===== config.mk =====
export PLATFORM = sky130hd
export DESIGN_NAME = pea_div_arbiter
export DESIGN_NICKNAME = d
export VERILOG_FILES = /design/src/rtl/pea_pkg.sv /design/src/rtl/pea_rr_arbiter.sv /design/src/rtl/pea_div_arbiter.sv
export SDC_FILE = /design/constraint.sdc
export NUM_CORES = 1
export LEC_CHECK = 0
export ABC_AREA = 1
export BUFFER_PORTS_ARGS = -buffer_cell sky130_fd_sc_hd__buf_2
export CAP_MARGIN = 10
export CORE_AREA = 5 5 153 155
export DETAILED_ROUTE_END_ITERATION = 10
export DIE_AREA = 0 0 158 160
export GPL_TIMING_DRIVEN = 1
export REMOVE_ABC_BUFFERS = 1
export SETUP_SLACK_MARGIN = 0.1
export SLEW_MARGIN = 20
export SYNTH_ARGS = -nofsm -noshare
export SYNTH_HDL_FRONTEND = slang
export SYNTH_SLANG_ARGS = --single-unit

===== constraint.sdc =====
create_clock -name clk_i -period 2.3 [get_ports clk_i]
set_clock_uncertainty 0.1 [all_clocks]
set_input_delay 0.345 -clock clk_i [delete_from_list [all_inputs] [get_ports clk_i]]
set_output_delay 0.345 -clock clk_i [all_outputs]
set_load 0.05 [all_outputs]

===== src/rtl/pea_pkg.sv =====
// Shared PEA definitions: datapath width and divider-arbiter state/constants.
package pea_pkg;

    localparam int N_BITS        = 32;
    localparam int DIV_ARB_N_REQ = 4;

    // Result returned to a PE when the divider never answers.
    localparam logic [N_BITS-1:0] DIV_TIMEOUT_RES = '1;

    typedef enum logic [1:0] {
        IDLE  = 2'd0,
        ISSUE = 2'd1,
        WAIT  = 2'd2,
        RESP  = 2'd3
    } div_arb_state_e;

endpackage


===== src/rtl/pea_rr_arbiter.sv =====
// Combinational round-robin picker: first asserted request at or after ptr_i,
// searching cyclically. Returns a one-hot grant and its encoded index.
module pea_rr_arbiter #(
    parameter int N_REQ = 4,
    parameter int IW    = (N_REQ > 1) ? $clog2(N_REQ) : 1
) (
    input  logic [N_REQ-1:0] req_i,
    input  logic [IW-1:0]    ptr_i,
    output logic [N_REQ-1:0] gnt_o,
    output logic [IW-1:0]    idx_o
);

    logic found;

    always_comb begin
        gnt_o = '0;
        idx_o = '0;
        found = 1'b0;
        for (int i = 0; i < N_REQ; i++) begin
            if (!found && req_i[IW'((int'(ptr_i) + i) % N_REQ)]) begin
                found = 1'b1;
                idx_o = IW'((int'(ptr_i) + i) % N_REQ);
            end
        end
        if (found) gnt_o[idx_o] = 1'b1;
    end

endmodule


===== src/rtl/pea_div_arbiter.sv =====
// Shares one iterative divider between N_REQ PEs, one transaction in flight.
// Build option PEA_DIV_ARB_TIMEOUT_EN adds a WAIT watchdog that answers all-ones + err_o.
module pea_div_arbiter #(
    parameter int N_REQ          = pea_pkg::DIV_ARB_N_REQ,
    parameter int N_BITS         = pea_pkg::N_BITS,
    parameter int TIMEOUT_CYCLES = 64
) (
    input  logic                          clk_i,
    input  logic                          rst_n_i,
    input  logic [N_REQ-1:0]              req_valid_i,
    input  logic [N_REQ-1:0][N_BITS-1:0]  req_a_i,
    input  logic [N_REQ-1:0][N_BITS-1:0]  req_b_i,
    input  logic [N_REQ-1:0]              req_signed_i,
    output logic [N_REQ-1:0]              req_ready_o,
    output logic [N_REQ-1:0]              resp_valid_o,
    output logic [N_BITS-1:0]             resp_res_o,
    output logic                          err_o,
    output logic                          div_in_vld_o,
    output logic [N_BITS-1:0]             div_op_a_o,
    output logic [N_BITS-1:0]             div_op_b_o,
    output logic                          div_signed_o,
    output logic                          div_out_rdy_o,
    input  logic                          div_out_vld_i,
    input  logic [N_BITS-1:0]             div_res_i
);

    import pea_pkg::*;

    localparam int IW = $clog2(N_REQ);

    div_arb_state_e    state_q, state_d;
    logic [IW-1:0]     ptr_q, ptr_d;
    logic [IW-1:0]     owner_q, owner_d;
    logic [N_BITS-1:0] a_q, a_d;
    logic [N_BITS-1:0] b_q, b_d;
    logic              sgn_q, sgn_d;
    logic [N_BITS-1:0] res_q, res_d;

    logic [N_REQ-1:0]  arb_gnt;
    logic [IW-1:0]     arb_idx;
    logic              tmo_hit;

    pea_rr_arbiter #(.N_REQ(N_REQ), .IW(IW)) u_rr (
        .req_i (req_valid_i),
        .ptr_i (ptr_q),
        .gnt_o (arb_gnt),
        .idx_o (arb_idx)
    );

`ifdef PEA_DIV_ARB_TIMEOUT_EN
    localparam int CW = $clog2(TIMEOUT_CYCLES + 1);

    logic [CW-1:0] cnt_q, cnt_d;
    logic          err_q, err_d;

    assign tmo_hit = (state_q == WAIT) && (cnt_q == CW'(TIMEOUT_CYCLES - 1));
    assign cnt_d   = (state_q == WAIT) ? cnt_q + 1'b1 : '0;
    // A real result arriving on the timeout cycle takes priority.
    assign err_d   = tmo_hit && !div_out_vld_i;
    assign err_o   = err_q;

    always_ff @(posedge clk_i or negedge rst_n_i) begin
        if (!rst_n_i) begin
            cnt_q <= '0;
            err_q <= 1'b0;
        end else begin
            cnt_q <= cnt_d;
            err_q <= err_d;
        end
    end
`else
    logic [31:0] unused_timeout;

    assign unused_timeout = TIMEOUT_CYCLES;
    assign tmo_hit        = 1'b0;
    assign err_o          = 1'b0;
`endif

    always_comb begin
        state_d = state_q;
        ptr_d   = ptr_q;
        owner_d = owner_q;
        a_d     = a_q;
        b_d     = b_q;
        sgn_d   = sgn_q;
        res_d   = res_q;
        case (state_q)
            IDLE: begin
                if (|req_valid_i) begin
                    owner_d = arb_idx;
                    a_d     = req_a_i[arb_idx];
                    b_d     = req_b_i[arb_idx];
                    sgn_d   = req_signed_i[arb_idx];
                    state_d = ISSUE;
                end
            end
            ISSUE: state_d = WAIT;
            WAIT: begin
                if (div_out_vld_i) begin
                    res_d   = div_res_i;
                    state_d = RESP;
                end else if (tmo_hit) begin
                    res_d   = N_BITS'(DIV_TIMEOUT_RES);
                    state_d = RESP;
                end
            end
            RESP: begin
                ptr_d   = (owner_q == IW'(N_REQ - 1)) ? '0 : owner_q + 1'b1;
                state_d = IDLE;
            end
            default: state_d = IDLE;
        endcase
    end

    always_ff @(posedge clk_i or negedge rst_n_i) begin
        if (!rst_n_i) begin
            state_q <= IDLE;
            ptr_q   <= '0;
            owner_q <= '0;
            a_q     <= '0;
            b_q     <= '0;
            sgn_q   <= 1'b0;
            res_q   <= '0;
        end else begin
            state_q <= state_d;
            ptr_q   <= ptr_d;
            owner_q <= owner_d;
            a_q     <= a_d;
            b_q     <= b_d;
            sgn_q   <= sgn_d;
            res_q   <= res_d;
        end
    end

    always_comb begin
        resp_valid_o = '0;
        if (state_q == RESP) resp_valid_o[owner_q] = 1'b1;
    end

    assign req_ready_o   = (state_q == IDLE) ? arb_gnt : '0;
    assign resp_res_o    = res_q;
    assign div_in_vld_o  = (state_q == ISSUE);
    assign div_out_rdy_o = (state_q == WAIT);
    assign div_op_a_o    = a_q;
    assign div_op_b_o    = b_q;
    assign div_signed_o  = sgn_q;

endmodule


## Word-level counts from Yosys, hierarchy flattened

Index checks and enable logic that the tools add are counted.

| cells by class | value |
|---|---|
| magnitude comparators | 8 |
| add/sub/neg operators | 4 |
| reductions and logical operators | 13 |
| eq/ne operators | 6 |
| multiplexer cells | 37 |

Operators by type and width:

| cell | number |
|---|---|
| $bmux W32 S2 | 2 |
| $mux W32 | 2 |
| $lt A2 B4 Y1 const B | 4 |
| $mux W1 | 15 |
| $mux W2 | 7 |
| $mux W4 | 3 |
| $bmux W1 S2 | 5 |
| $pmux W2 S4 | 1 |
| $eq A2 B2 Y1 const B | 3 |
| $lt A2 B3 Y1 const B | 2 |
| $reduce_and A2 Y1 | 3 |
| $logic_and A1 B1 Y1 | 5 |
| $add A2 B1 Y2 const B | 2 |
| $add A2 B2 Y2 const B | 2 |
| $demux W1 S2 | 2 |
| $ge A2 B1 Y1 const B | 2 |
| $reduce_or A4 Y1 | 1 |
| $logic_not A1 Y1 | 3 |
| $eq A2 B1 Y1 const B | 1 |
| $logic_not A2 Y1 | 1 |
| $ne A2 B1 Y1 const B | 1 |
| $ne A2 B2 Y1 const B | 1 |

| word-level totals | value |
|---|---|
| input bits | 299 |
| bits in registers | 103 |
| word-level logic and storage cells | 75 |
| output and inout port bits | 108 |

## Logic depth before layout (Yosys ltp)

| logic depth | value |
|---|---|
| word-level depth | 19 |
| mapped depth | 17 |
| mapped depth without buffers | 15 |

## Cells and area by module

Synthesis repeated with hierarchy kept, for this count alone.

| unflattened totals | value |
|---|---|
| cells, all modules | 1228 |
| area, all modules | 7538.5 µm² |

By module, submodules not included:

| module | sequential area each (µm²) | instances | cells each | area each (µm²) |
|---|---|---|---|---|
| pea_div_arbiter | 2577.5 | 1 | 1161 | 7206.9 |
| pea_rr_arbiter | 0.0 | 1 | 67 | 331.6 |

## Least setup slack after synthesis

OpenSTA, ideal clock, no wires.

| path | value |
|---|---|
| path type | register to output |
| start point | reg ptr_q[0] |
| end point | out req_ready_o[2] |
| path buffers | 3 |
| required time | 1.855 ns |
| setup slack | -0.718 ns |
| cell stages (with the launch flop) | 13 |
| data arrival time | 2.573 ns |
| cells stage by stage | dfrtp_1 buf_4 nand2_1 nand2_2 nand2_1 nand2_1 nor2_2 nand3_2 nor2_1 nor3_4 buf_6 buf_4 nor3_1 |

| between the ends | value |
|---|---|
| word-level cells in the longest chain between the ends | 19 |
| elaborated cells between the ends (all ways) | 36 |
| those cells by class | add/sub: 3; order compare: 2; mux: 24; reduce/logical: 7 |

Ends and longest elaborated chain:

| what | RTL line | source |
|---|---|---|
| from (decl) | pea_div_arbiter.sv:32 | `logic [IW-1:0] ptr_q, ptr_d;` |
| from (signal assigned) | pea_div_arbiter.sv:126 | `ptr_q <= ptr_d;` |
| parallel branches: the longest is 17 deep, another holds $add A2 B1 Y2 | -- |  |
| $mux W4 (*) | pea_rr_arbiter.sv:25 | `if (found) gnt_o[idx_o] = 1'b1;` |
| $mux W4 (*) | pea_div_arbiter.sv:140 | `assign req_ready_o = (state_q == IDLE) ? arb_gnt : '0;` |
| to (decl) | pea_div_arbiter.sv:14 | `output logic [N_REQ-1:0] req_ready_o,` |

Mark *: on every way between the ends. The select of a mux whose other input is x is not followed.

## Worst setup path in the final report

| path | value |
|---|---|
| start point | reg ptr_q[0] |
| end point | out req_ready_o[3] |

The elaborated chain is that of the path after synthesis.

==> run_results.csv <==
group,metric,value,unit
layout,seqCellArea,2580,um^2
die,die_h,160,um
clock_tree,cts.sinks,103,
die,start_util,32.6,%
timing,worst_pin_slew,559,ps
setup_path,critPathLaunchType,"flop",
clock_tree,htree_levels,3,
placed_design,place_area,9450,um^2
global_routing,antenna_found_initial,4,
global_routing,grt_pass1_wl,49300,um
die,io_pins,407,
yosys,avgSynthCellArea,6.46,um^2
detailed_routing,drtIter0Drc,527,
yosys,synth-seq-cells,103,
clock_tree,cts_tree,"yes",
die,die_w,158,um
setup_path,critPathSlowestCell,"dfrtp_2",
detailed_routing,vias,8945,
timing,min_period,2760,ps
setup_path,crit_path_end_kind,"output pin",
die,core_area,21700,um^2
run_status,status,"complete, but fails checks",
global_routing,grt_max_degree,49,
setup_path,worst_path_largest_cell_delay,420,ps
setup_path,path_buf_inv,5,
setup_path,critPathMostFrequentCell,"nand2_1",
global_routing,grt_pass1_vias,8837,
timing,rsz0062_at_grt,"yes",
layout,final_util,55.3,%
clock_tree,cts_buffer_depth,2,
yosys,synthDistinctLibCells,27,
die,die_area,25300,um^2
timing,finalHoldViolCount,0,
layout,layout-drive-gt1-share,47.4,%
yosys,post-synth-top-area-fraction,36.6,%
layout,multi_input_area,4700,um^2
placed_design,place_ws,-346,ps
global_routing,grt_use_total,25.3,%
yosys,netlist_area,7070,um^2
layout,nFillCells,2135,
timing,drv_slew,0,
setup_path,worst-path-max-fanout,4,
yosys,synthTopCellsByArea,"nand2_1 (37%), dfrtp_1 (36%), nand3_1 (9.5%)",
detailed_routing,drc,0,
clock_tree,clk_latency,350,ps
layout,final_cell_area,12000,um^2
timing,finalSetupViolations,70,
setup_path,worstPathArrival,2320,ps
clock_tree,cts_root_buf,"clkbuf_16",
placed_design,dp_hpwl,20500,um
setup_path,crit_family,"simple AND/OR/NAND/NOR gates",
detailed_routing,drtAntennaViolNets,0,
setup_path,cp.required,1860,ps
global_routing,gr-total-overflow,0,
yosys,synth-warning-count,0,
detailed_routing,vias_per_cell,4.89,
setup_path,worst-setup-path-type,"flop to output pin",
layout,area_growth_syn_to_layout,69.8,%
clock_tree,cts_buffers,9,
run_status,violations,"negative setup slack",
min_path,min_path_type,"input port to flop",
timing,slew_headroom,62.7,%
timing,max_freq,362,MHz
yosys,syn_inst,1094,
detailed_routing,wl_per_cell,18.7,um
timing,finalCritPeriodShare,120,%
placed_design,port_buffers,405,
yosys,yosysSeqAreaShare,36.5,%
detailed_routing,first_pass_iters,5,
detailed_routing,routed_wl,34200,um
die,num_rows,54,
timing,fin_ws,-461,ps
yosys,yosys.area.top_type,"nand2_1",
placed_design,place.gp.congestion,0.870,
setup_path,crit_chain,"buf_12 > clkinvlp_4 > nand2_1 > nand2_1 > nand2_1 > nand2_2 > nor2_4 > nand3_4 > nand2_4 > nand2_4 > buf_6 > nor3_2 > buf_4 > buf_12",
clock_tree,clk_pin_slew,80,ps
layout,final_nets,1851,
flow_run,cap_violations,0,
logic make-up (layout without fill, tap and decap cells):
| kind of cell | Yosys count | in the layout | share of synthesized area (%) |
|---|---|---|---|
| buffers and inverters | 95 | 550 | 8.02 |
| flip-flops | 103 | 103 | 36.5 |
| AND/OR/NAND/NOR | 845 | 845 | 48.2 |
| other | 1 | 2 | 0.0530 |
| AO/OA/AOI/OAI | 10 | 10 | 0.814 |
| multiplexers | 32 | 32 | 5.10 |
| adder cells (fa/ha/maj) | 8 | 8 | 1.42 |
through the flow:
stage	setup TNS, ps	instances	hold WS (ps)
4_1_cts	-13280	1819	99.4
2_1_floorplan	-109240	1019	-50.6
5_1_grt	-27430	1830	103
3_3_place_gp	-687	1749	266
6_report	-19190	1830	115
3_5_place_dp	-865	1749	270
final cells by class:
| type | instances | area share [%] |
|---|---|---|
| multi-input combinational | 896 | 39.2 |
| timing repair buffer | 513 | 33.0 |
| sequential | 103 | 21.5 |
| tap | 280 | 2.92 |
| clock buffer | 10 | 1.99 |
| inverter | 20 | 0.730 |
| clock inverter | 6 | 0.646 |
| timing repair inverter | 1 | 0.0625 |
| antenna | 1 | 0.0208 |
layer usage:
metal  up-vias  global-route usage (%)  wire length [um]
met5         -                       0                37
met4         6                    8.65               949
met3        63                    6.87              2860
met2       354                    43.3             17200
met1      4198                    30.5             13100
li1       4324                       -                 -
flip-flops by register name, summed over array words and instances, names as in the netlist:
register      flops
div_op_b_o       32
div_op_a_o       32
state_q           2
ptr_q             2
div_signed_o      1
owner_q           2
resp_res_o       32
synth_stat cells, drive strengths merged:
cell type,number
nor3,5
nand2,696
o22ai,1
conb,1
nand4,1
buf,61
nand3,136
a22oi,1
o21ai,6
mux2,32
nor2,7
ha,8
inv,20
dfrtp,103
clkbuf,14
a21oi,2
worst paths after layout:
kind / from / endpoint / slack, ps / cells past startpoint
setup reg to reg: ptr_q[0] / div_op_b_o[19] / -360 / 22
min in group asynchronous: rst_n_i / div_op_b_o[16] / 420 / 2
setup / recovery: ptr_q[0] / req_ready_o[3] / -460 / 14
max in group asynchronous: rst_n_i / div_op_b_o[11] / 960 / 3
hold reg to reg: div_op_a_o[24] / div_op_a_o[24] / 370 / 2
hold / removal: div_res_i[19] / resp_res_o[19] / 110 / 2
layout by cell type (no fill, tap or decap), types with 19 or more instances in the layout:
cell,netlist,routed
buf_16,0,29
buf_2,30,400
buf_12,0,23
dfrtp_1,103,102
buf_4,8,33
nand3_2,2,65
mux2_2,32,32
nand2_4,2,19
nand2_2,4,61
nand2_1,690,616
nand3_1,134,63
what timing repair did:
action,CTS,global route
setup buffers,25,9
pin swaps,88,127
hold endpoints to repair,36,0
cloned,30,6
setup endpoints to repair,70,71
resized for setup,149,125
hold buffers,1,0
Power is not shown: default switching activity piles up to over one toggle a cycle in this logic, so the estimate is an artifact.
